`src/rtl/hazard_forward_ctrl_pkg.sv`:
```
// Shared encodings and latency defaults for the RV32IF hazard/forwarding controller.
package hazard_forward_ctrl_pkg;

    localparam logic [1:0] FWD_RF    = 2'd0;
    localparam logic [1:0] FWD_WB    = 2'd1;
    localparam logic [1:0] FWD_EXMEM = 2'd2;

    localparam int FDIV_LAT_DEF  = 12;
    localparam int FSQRT_LAT_DEF = 16;
    localparam int CNT_W_DEF     = 5;

    typedef enum logic {
        LONG_IDLE = 1'b0,
        LONG_BUSY = 1'b1
    } long_state_e;

endpackage

```
`src/rtl/hazard_forward_ctrl_long_op_counter.sv`:
```
// Multi-cycle FDIV/FSQRT EX-hold sequencer: holds EX for LAT-1 cycles, releasing on the result cycle.
// state     | meaning
// LONG_IDLE | no long op in flight; a start issues and begins holding
// LONG_BUSY | counting down; hold while count != 0, release at 0
module long_op_counter
    import hazard_forward_ctrl_pkg::*;
#(
    parameter int FDIV_LAT  = FDIV_LAT_DEF,
    parameter int FSQRT_LAT = FSQRT_LAT_DEF,
    parameter int CNT_W     = CNT_W_DEF
) (
    input  logic clk,
    input  logic rst,
    input  logic start,
    input  logic sqrt,
    output logic ex_hold,
    output logic busy
);

    long_state_e      state_q, state_d;
    logic [CNT_W-1:0] cnt_q, cnt_d;

    always_ff @(posedge clk) begin
        if (rst) begin
            state_q <= LONG_IDLE;
            cnt_q   <= '0;
        end else begin
            state_q <= state_d;
            cnt_q   <= cnt_d;
        end
    end

    always_comb begin
        state_d = state_q;
        cnt_d   = cnt_q;
        ex_hold = 1'b0;
        if (!rst) begin
            unique case (state_q)
                LONG_IDLE: begin
                    if (start) begin
                        ex_hold = 1'b1;
                        cnt_d   = sqrt ? CNT_W'(FSQRT_LAT - 2) : CNT_W'(FDIV_LAT - 2);
                        state_d = LONG_BUSY;
                    end
                end
                LONG_BUSY: begin
                    // start stays high while the op sits in EX, so it is ignored here
                    if (cnt_q != '0) begin
                        ex_hold = 1'b1;
                        cnt_d   = cnt_q - 1'b1;
                    end else begin
                        state_d = LONG_IDLE;
                    end
                end
                default: state_d = LONG_IDLE;
            endcase
        end
    end

    assign busy = (state_q == LONG_BUSY);

endmodule

```
`src/rtl/hazard_forward_ctrl.sv`:
```
// EX operand-forward select registers plus load-use stall, branch flush and long-op hold control.
module hazard_forward_ctrl
    import hazard_forward_ctrl_pkg::*;
#(
    parameter int FDIV_LAT  = FDIV_LAT_DEF,
    parameter int FSQRT_LAT = FSQRT_LAT_DEF,
    parameter int CNT_W     = CNT_W_DEF
) (
    input  logic       clk,
    input  logic       rst,
    input  logic [4:0] id_rs1,
    input  logic [4:0] id_rs2,
    input  logic       id_rs1_fp,
    input  logic       id_rs2_fp,
    input  logic       id_rs1_used,
    input  logic       id_rs2_used,
    input  logic [4:0] ex_rd,
    input  logic       ex_rd_fp,
    input  logic       ex_reg_write,
    input  logic       ex_mem_read,
    input  logic       ex_long_start,
    input  logic       ex_long_sqrt,
    input  logic [4:0] mem_rd,
    input  logic       mem_rd_fp,
    input  logic       mem_reg_write,
    input  logic       branch_taken,
    output logic [1:0] fwd_a_sel,
    output logic [1:0] fwd_b_sel,
    output logic       pc_stall,
    output logic       if_id_stall,
    output logic       if_id_flush,
    output logic       id_ex_flush,
    output logic       ex_hold,
    output logic       ex_mem_flush,
    output logic       long_busy
);

    // Integer x0 never matches; FP f0 is a real register.
    function automatic logic src_match(input logic used, input logic [4:0] rs, input logic rs_fp,
                                       input logic wr, input logic [4:0] rd, input logic rd_fp);
        return used && wr && (rs_fp == rd_fp) && (rs == rd) && (rs_fp || (rs != 5'd0));
    endfunction

    function automatic logic [1:0] sel_next(input logic m_ex, input logic m_mem, input logic ex_load);
        if (m_ex && !ex_load) return FWD_EXMEM;
        if (m_mem)            return FWD_WB;
        return FWD_RF;
    endfunction

    logic       a_ex, a_mem, b_ex, b_mem;
    logic       load_use;
    logic [1:0] fwd_a_q, fwd_a_d, fwd_b_q, fwd_b_d;

    long_op_counter #(
        .FDIV_LAT  (FDIV_LAT),
        .FSQRT_LAT (FSQRT_LAT),
        .CNT_W     (CNT_W)
    ) u_long (
        .clk     (clk),
        .rst     (rst),
        .start   (ex_long_start),
        .sqrt    (ex_long_sqrt),
        .ex_hold (ex_hold),
        .busy    (long_busy)
    );

    assign a_ex  = src_match(id_rs1_used, id_rs1, id_rs1_fp, ex_reg_write,  ex_rd,  ex_rd_fp);
    assign a_mem = src_match(id_rs1_used, id_rs1, id_rs1_fp, mem_reg_write, mem_rd, mem_rd_fp);
    assign b_ex  = src_match(id_rs2_used, id_rs2, id_rs2_fp, ex_reg_write,  ex_rd,  ex_rd_fp);
    assign b_mem = src_match(id_rs2_used, id_rs2, id_rs2_fp, mem_reg_write, mem_rd, mem_rd_fp);

    assign load_use = (a_ex || b_ex) && ex_mem_read;

    always_comb begin
        pc_stall     = 1'b0;
        if_id_stall  = 1'b0;
        if_id_flush  = 1'b0;
        id_ex_flush  = 1'b0;
        ex_mem_flush = 1'b0;
        if (rst) begin
            pc_stall = 1'b0;
        end else if (ex_hold) begin
            pc_stall     = 1'b1;
            if_id_stall  = 1'b1;
            ex_mem_flush = 1'b1;
        end else if (branch_taken) begin
            // Branch beats load-use: the stalled instruction is wrong-path anyway.
            if_id_flush = 1'b1;
            id_ex_flush = 1'b1;
        end else if (load_use) begin
            pc_stall    = 1'b1;
            if_id_stall = 1'b1;
            id_ex_flush = 1'b1;
        end
    end

    always_comb begin
        fwd_a_d = sel_next(a_ex, a_mem, ex_mem_read);
        fwd_b_d = sel_next(b_ex, b_mem, ex_mem_read);
        if (ex_hold) begin
            fwd_a_d = fwd_a_q;
            fwd_b_d = fwd_b_q;
        end else if (id_ex_flush) begin
            fwd_a_d = FWD_RF;
            fwd_b_d = FWD_RF;
        end
    end

    always_ff @(posedge clk) begin
        if (rst) begin
            fwd_a_q <= FWD_RF;
            fwd_b_q <= FWD_RF;
        end else begin
            fwd_a_q <= fwd_a_d;
            fwd_b_q <= fwd_b_d;
        end
    end

    assign fwd_a_sel = fwd_a_q;
    assign fwd_b_sel = fwd_b_q;

endmodule

```
`config.mk`:
```
export PLATFORM = sky130hd
export DESIGN_NAME = hazard_forward_ctrl
export DESIGN_NICKNAME = d
export VERILOG_FILES = /design/src/rtl/hazard_forward_ctrl_pkg.sv /design/src/rtl/hazard_forward_ctrl_long_op_counter.sv /design/src/rtl/hazard_forward_ctrl.sv
export SDC_FILE = /design/constraint.sdc
export NUM_CORES = 1
export LEC_CHECK = 0
export BUFFER_PORTS_ARGS = -buffer_cell sky130_fd_sc_hd__buf_4
export CORE_UTILIZATION = 35
export CTS_CLUSTER_SIZE = 28
export DETAILED_ROUTE_END_ITERATION = 10
export PLACE_DENSITY = 0.75
export SETUP_SLACK_MARGIN = 0.05
export SLEW_MARGIN = 0
export SYNTH_ARGS = -nofsm -noshare
export SYNTH_HDL_FRONTEND = slang
export SYNTH_SLANG_ARGS = --single-unit
```
`constraint.sdc`:
```
create_clock -name clk -period 5.23 [get_ports clk]
set_input_delay 0.2615 -clock clk [delete_from_list [all_inputs] [get_ports clk]]
set_output_delay 0.2615 -clock clk [all_outputs]
set_load 0.02 [all_outputs]
```
==> results of run 1 <==
worst paths after layout:
check / start / endpoint / slack [ns] / cells past startpoint
setup / recovery: u_long.cnt_q[0]$_SDFFE_PP0P_ / id_ex_flush / 2.85 / 7
hold / removal: rst / fwd_b_sel[1]$_SDFFE_PP0N_ / 0.25 / 2
setup reg to reg: u_long.cnt_q[0]$_SDFFE_PP0P_ / fwd_b_sel[0]$_SDFFE_PP0N_ / 3.35 / 7
hold reg to reg: fwd_a_sel[1]$_SDFFE_PP0N_ / fwd_a_sel[1]$_SDFFE_PP0N_ / 0.47 / 2
cell usage in the layout (no fill, tap or decap):
| cell type | netlist | final |
|---|---|---|
| a211oi_1 | 1 | 1 |
| a21boi_4 | 1 | 1 |
| a21oi_1 | 7 | 7 |
| a22o_1 | 2 | 2 |
| a311oi_1 | 1 | 1 |
| buf_4 | 2 | 44 |
| clkbuf_4 | 0 | 3 |
| dfxtp_1 | 10 | 10 |
| ha_1 | 2 | 2 |
| inv_1 | 5 | 5 |
| nand2_1 | 7 | 7 |
| nand3_1 | 7 | 7 |
| nand3b_1 | 1 | 1 |
| nand4_1 | 2 | 2 |
| nand4b_4 | 1 | 1 |
| nor2_1 | 5 | 5 |
| nor2b_1 | 1 | 1 |
| nor3_1 | 1 | 1 |
| nor3_2 | 2 | 2 |
| nor4_1 | 4 | 4 |
| nor4_2 | 1 | 1 |
| o21ai_0 | 3 | 3 |
| o21ba_2 | 1 | 1 |
| o31ai_1 | 1 | 1 |
| o31ai_4 | 2 | 2 |
| or2b_2 | 1 | 1 |
| or3b_2 | 1 | 1 |
| or4_4 | 2 | 2 |
| or4b_4 | 1 | 1 |
| xnor2_1 | 17 | 17 |
| xor2_1 | 8 | 8 |
stage by stage:
step	hold WS [ns]	instance area, um^2	setup WS [ns]
floorplan	0.429	891	3.02
finish	0.248	1260	2.85
CTS	0.243	1260	2.86
detailed placement	0.461	1240	3.12
global placement	0.465	1240	3.18
global route	0.263	1260	2.70
power breakdown:
part,leakage (nW),switching (mW),internal (mW)
clock network,0.0138,0.0251,0.0265
logic,0.424,0.0500,0.0527
registers,0.0818,0.00600,0.0815
routing by layer:
layer | up-vias | wire length [um] | track usage | part of all wire
li1 | 447 | - | - | -
met1 | 403 | 951 | 0.191 | 0.44
met2 | 42 | 1020 | 0.304 | 0.47
met3 | 5 | 149 | 0.0232 | 0.069
met4 | 0 | 40 | 0.0789 | 0.019
met5 | - | 0 | 0 | 0
worst max-delay path: stages, from the launching register on:
cell	delay [ns]
dfxtp_1	0.34
inv_1	0.09
ha_1	0.14
or4b_4	0.48
nand2_1	0.20
nand2_1	0.17
a211oi_1	0.25
buf_4	0.18
final cells by class:
cell class                 count  area, um^2
tap                           28        35.0
inverter                       5        18.8
fill                         210        1040
timing repair buffer          44         330
clock buffer                   3        22.5
sequential                    10         200
multi-input combinational     83         653
logic make-up after synthesis:
kind of cell / count (synthesis) / synth area share
AND/OR/NAND/NOR: 37 / 0.277
buffers and inverters: 8 / 0.0421
AO/OA/AOI/OAI: 19 / 0.183
adder cells (fa/ha/maj): 2 / 0.0281
flip-flops: 10 / 0.225
XOR/XNOR: 25 / 0.246
cell usage after synthesis:
master,number,area (um^2)
xor2_1,8,70.1
a21oi_1,7,35.0
xnor2_1,17,149
o31ai_1,1,7.51
o21ba_2,1,10.0
nand4b_4,1,23.8
o21ai_0,3,15.0
nand3_1,7,35.0
nor2_1,5,18.8
nand4_1,2,12.5
buf_4,2,15.0
nor2b_1,1,6.26
inv_1,5,18.8
nand3b_1,1,7.51
ha_1,2,25.0
nand2_1,7,26.3
clkbuf_1,1,3.75
o31ai_4,2,42.5
a211oi_1,1,7.51
dfxtp_1,10,200
or2b_2,1,8.76
or4b_4,1,13.8
a311oi_1,1,8.76
nor3_2,2,20.0
or3b_2,1,8.76
nor3_1,1,5.00
nor4_1,4,25.0
a22o_1,2,17.5
a21boi_4,1,18.8
or4_4,2,22.5
nor4_2,1,12.5
registers in the layout, indices dropped and copies added (netlist names):
name          flops
u_long.busy       1
fwd_a_sel         2
u_long.cnt_q      5
fwd_b_sel         2
==> metrics.yaml, run 1 <==
status: "completed"
cts_tree: "done"
setup_viol: 0
drt_iter0_markers: 7
cts_made_buffers: 3
skew_ns: 0.00425
path_clk_slew_ns: 0.06
ys_ff_latch: 10
cp_max_fo: 6
relSlewSlack: 0.767
row_count: 17
clock_sinks: 10
tightest_slew_ns: 0.349
setup-tns-final_ns: 0
hold_class: "in2reg"
diodes: 0
ioPinCount: 45
rsz0062_at_grt: "no"
die_h_um: 52.5
syn_inst: 101
cp-start-kind: "flip-flop"
total_power_uw: 242
synth_warnings: 0
drtPass1Iterations: 4
cts_buffer_depth: 2
drc_errors: 0
grt_antenna_before_repair: 0
overflow: 0
ir_worst_vdd_v: 0.000102
hold_viol_final: 0
vias_per_cell: 5.18
avgSynthCellArea_um2: 8.82
root_buffer: "clkbuf_4"
p_leak_nw: 0.519
dp_hpwl_um: 1890
coreArea_um2: 2300
cts_resized: 0
dieArea_um2: 2750
dpl.cell_count: 170
vias: 897
clk_latency_ns: 0.26
grt_pass1_vias: 850
cts_setup_buffers: 0
wl_per_cell_um: 12.5
path_class: "reg2out"
drive_gt1_frac: 0.414
place.gp.congestion: 0.794
netlist_area_um2: 891
fmax_ghz: 0.421
area_growth_syn_to_layout_pct: 41.4
critical_path_required_ns: 4.97
port_buffers: 44
wirelength_um: 2160
power_density_nw_per_um2: 192
die_w_um: 52.5
drv_cap: 0
nets: 183
grt_util_all_layers: 0.168
postLayoutCoreUtil: 0.548
cp-end-kind: "output port"
synth.distinct_cells: 31
grt_first_pass_wirelength_um: 3420
postRouteAntennaNets: 0
arrival_ns: 2.12
final_cells: 173
htreeDepth: 1
start_util: 0.388
min_period_over_period: 0.454
syn_nets: 137
ctsHoldBuffers: 0
seq_area_frac_synth: 0.225
maxSlewViolCount: 0
final.min_clock_period_ns: 2.38
grt_max_degree: 13
(Power assumes the default switching activity.)
==> run 2: changes to the inputs <==
Settings changed: PLACE_DENSITY 0.75 to 0.78.
Clock period 5.23 ns to 1.9 ns, I/O delays scaled along.
==> metrics.yaml, run 2 (synthesis results as in run 1) <==
grt_first_pass_wirelength_um: 3900  # +14%
place.gp.congestion: 0.833  # +5.0%
wl_per_cell_um: 12.9  # +3.1%
hold_viol_final: 0  # unchanged
grt_util_all_layers: 0.195  # +0.0267
power_density_nw_per_um2: 523  # +170%
setup_viol: 0  # unchanged
final.setup.worst_slack_ns: 0.00201  # -2.85 ns
path_clk_slew_ns: 0.06  # about the same
n_fill_cell: 199  # -5.2%
grt_max_degree: 13  # unchanged
drtPass1Iterations: 4  # unchanged
die_h_um: 52.5  # unchanged
final_cells: 183  # +5.8%
overflow: 0  # unchanged
clock_sinks: 10  # unchanged
fmax_ghz: 0.527
mostFrequentLayoutCells: "buf_4 (51), xnor2_1 (17), xor2_1 (8), dfxtp_1 (8)"
dpl.cell_count: 174  # +2.4%
cp-start-kind: "flip-flop"
ioPinCount: 45  # unchanged
nets: 193  # +5.5%
postLayoutCoreUtil: 0.599  # +0.0507
area_growth_syn_to_layout_pct: 54.5
dieArea_um2: 2750  # unchanged
final.min_clock_period_ns: 1.90
drv_cap: 0  # unchanged
cts_tree: "done"
grt_antenna_before_repair: 0  # unchanged
final_common_cell: "buf_4"
vias: 933  # +4.0%
maxSlewViolCount: 0  # unchanged
die_w_um: 52.5  # unchanged
drive_gt1_frac: 0.516  # +0.102
htreeDepth: 1  # unchanged
cp_max_fo: 3  # -3
top_layer_used: "met4"
start_util: 0.388  # unchanged
min_period_over_period: 0.999
row_count: 17  # unchanged
ir_worst_vdd_v: 0.000289  # +180%
met1_length_um: 960  # +0.95%
largest_reg_flops: 5  # unchanged
dpl_cell_area_um2: 1270  # +3.0%
largest_register: "u_long.cnt_q"
critical_path_required_ns: 1.80  # -3.17 ns
drc_errors: 0  # unchanged
total_power_uw: 720  # +200%
port_buffers: 44  # unchanged
grt_pass1_vias: 938  # +10%
cts_buffer_depth: 2  # unchanged
status: "completed"
cp-end-kind: "output port"
arrival_ns: 1.80  # -0.32 ns
postRouteAntennaNets: 0  # unchanged
p_leak_nw: 0.577  # +11%
vias_per_cell: 5.10  # -1.7%
finish.instance_area_um2: 1380  # +9.2%
dp_slack_ns: 0.0576  # -3.07 ns
wirelength_um: 2360  # +9.1%
fin_hold_ws_ns: 0.109  # -0.139 ns
path_class: "reg2out"
skew_ns: 0.00223  # -0.00202 ns
relSlewSlack: 0.704  # -0.0626
wl_met3_um: 167  # +12%
tightest_slew_ns: 0.439  # +0.0905 ns
clk_latency_ns: 0.26  # about the same
cts_made_buffers: 3  # unchanged
diodes: 0  # unchanged
root_buffer: "clkbuf_4"
wl_met2_um: 1200  # +18%
drt_iter0_markers: 5  # -2
setup-tns-final_ns: 0  # unchanged
rsz0062_at_grt: "yes"
dp_hpwl_um: 1950  # +3.1%
coreArea_um2: 2300  # unchanged
hold_class: "in2reg"
==> run 2: timing repair <==
action                                  4_1_cts  5_1_grt
hold buffers                                  0        0
setup buffers                                 6        0
endpoints found under the setup margin        7       11
pin swaps                                     3        0
gates resized for setup                      13        0
==> run 2: path summary, 6_finish.rpt <==
check                                             startpoint                           end  slack (ns)  depth (start not counted)
worst max-delay path            u_long.cnt_q[0]$_SDFFE_PP0P_                      pc_stall       0.002                          8
worst min-delay path                                     rst  u_long.cnt_q[0]$_SDFFE_PP0P_        0.11                          2
worst max register to register  u_long.cnt_q[0]$_SDFFE_PP0P_     fwd_b_sel[0]$_SDFFE_PP0N_        0.01                          8
worst min register to register     fwd_b_sel[1]$_SDFFE_PP0N_     fwd_b_sel[1]$_SDFFE_PP0N_        0.46                          2
==> run 2: critical path, stage by stage (launching register included) <==
cell and delay [ns]:
dfxtp_2 0.32, inv_2 0.05, ha_1 0.13, or4b_4 0.49, a21boi_4 0.20, nor2_4 0.06
inv_2 0.05, o31ai_2 0.06, buf_4 0.17
==> run 2: power breakdown <==
group / total, mW / switching (mW) / leakage, nW / internal, mW
Clock: 0.142 / 0.0692 / 0.0138 / 0.0731
Combinational: 0.342 / 0.161 / 0.481 / 0.180
Sequential: 0.236 / 0.0110 / 0.0824 / 0.225
==> run 2: metal layers <==
layer / vias up / global-route usage
met4: 0 / 0.0789
li1: 468 / -
met2: 44 / 0.373
met3: 4 / 0.0319
met5: - / 0
met1: 417 / 0.205
==> run 2: cell type report <==
cell class / count / area [um^2] / share of cell area
Inverter: 5 / 18.8 / 0.0136
Clock buffer: 3 / 22.5 / 0.0164
Timing Repair Buffer: 54 / 417 / 0.303
Tap cell: 28 / 35.0 / 0.0255
Sequential cell: 10 / 203 / 0.147
Multi-Input combinational cell: 83 / 681 / 0.495
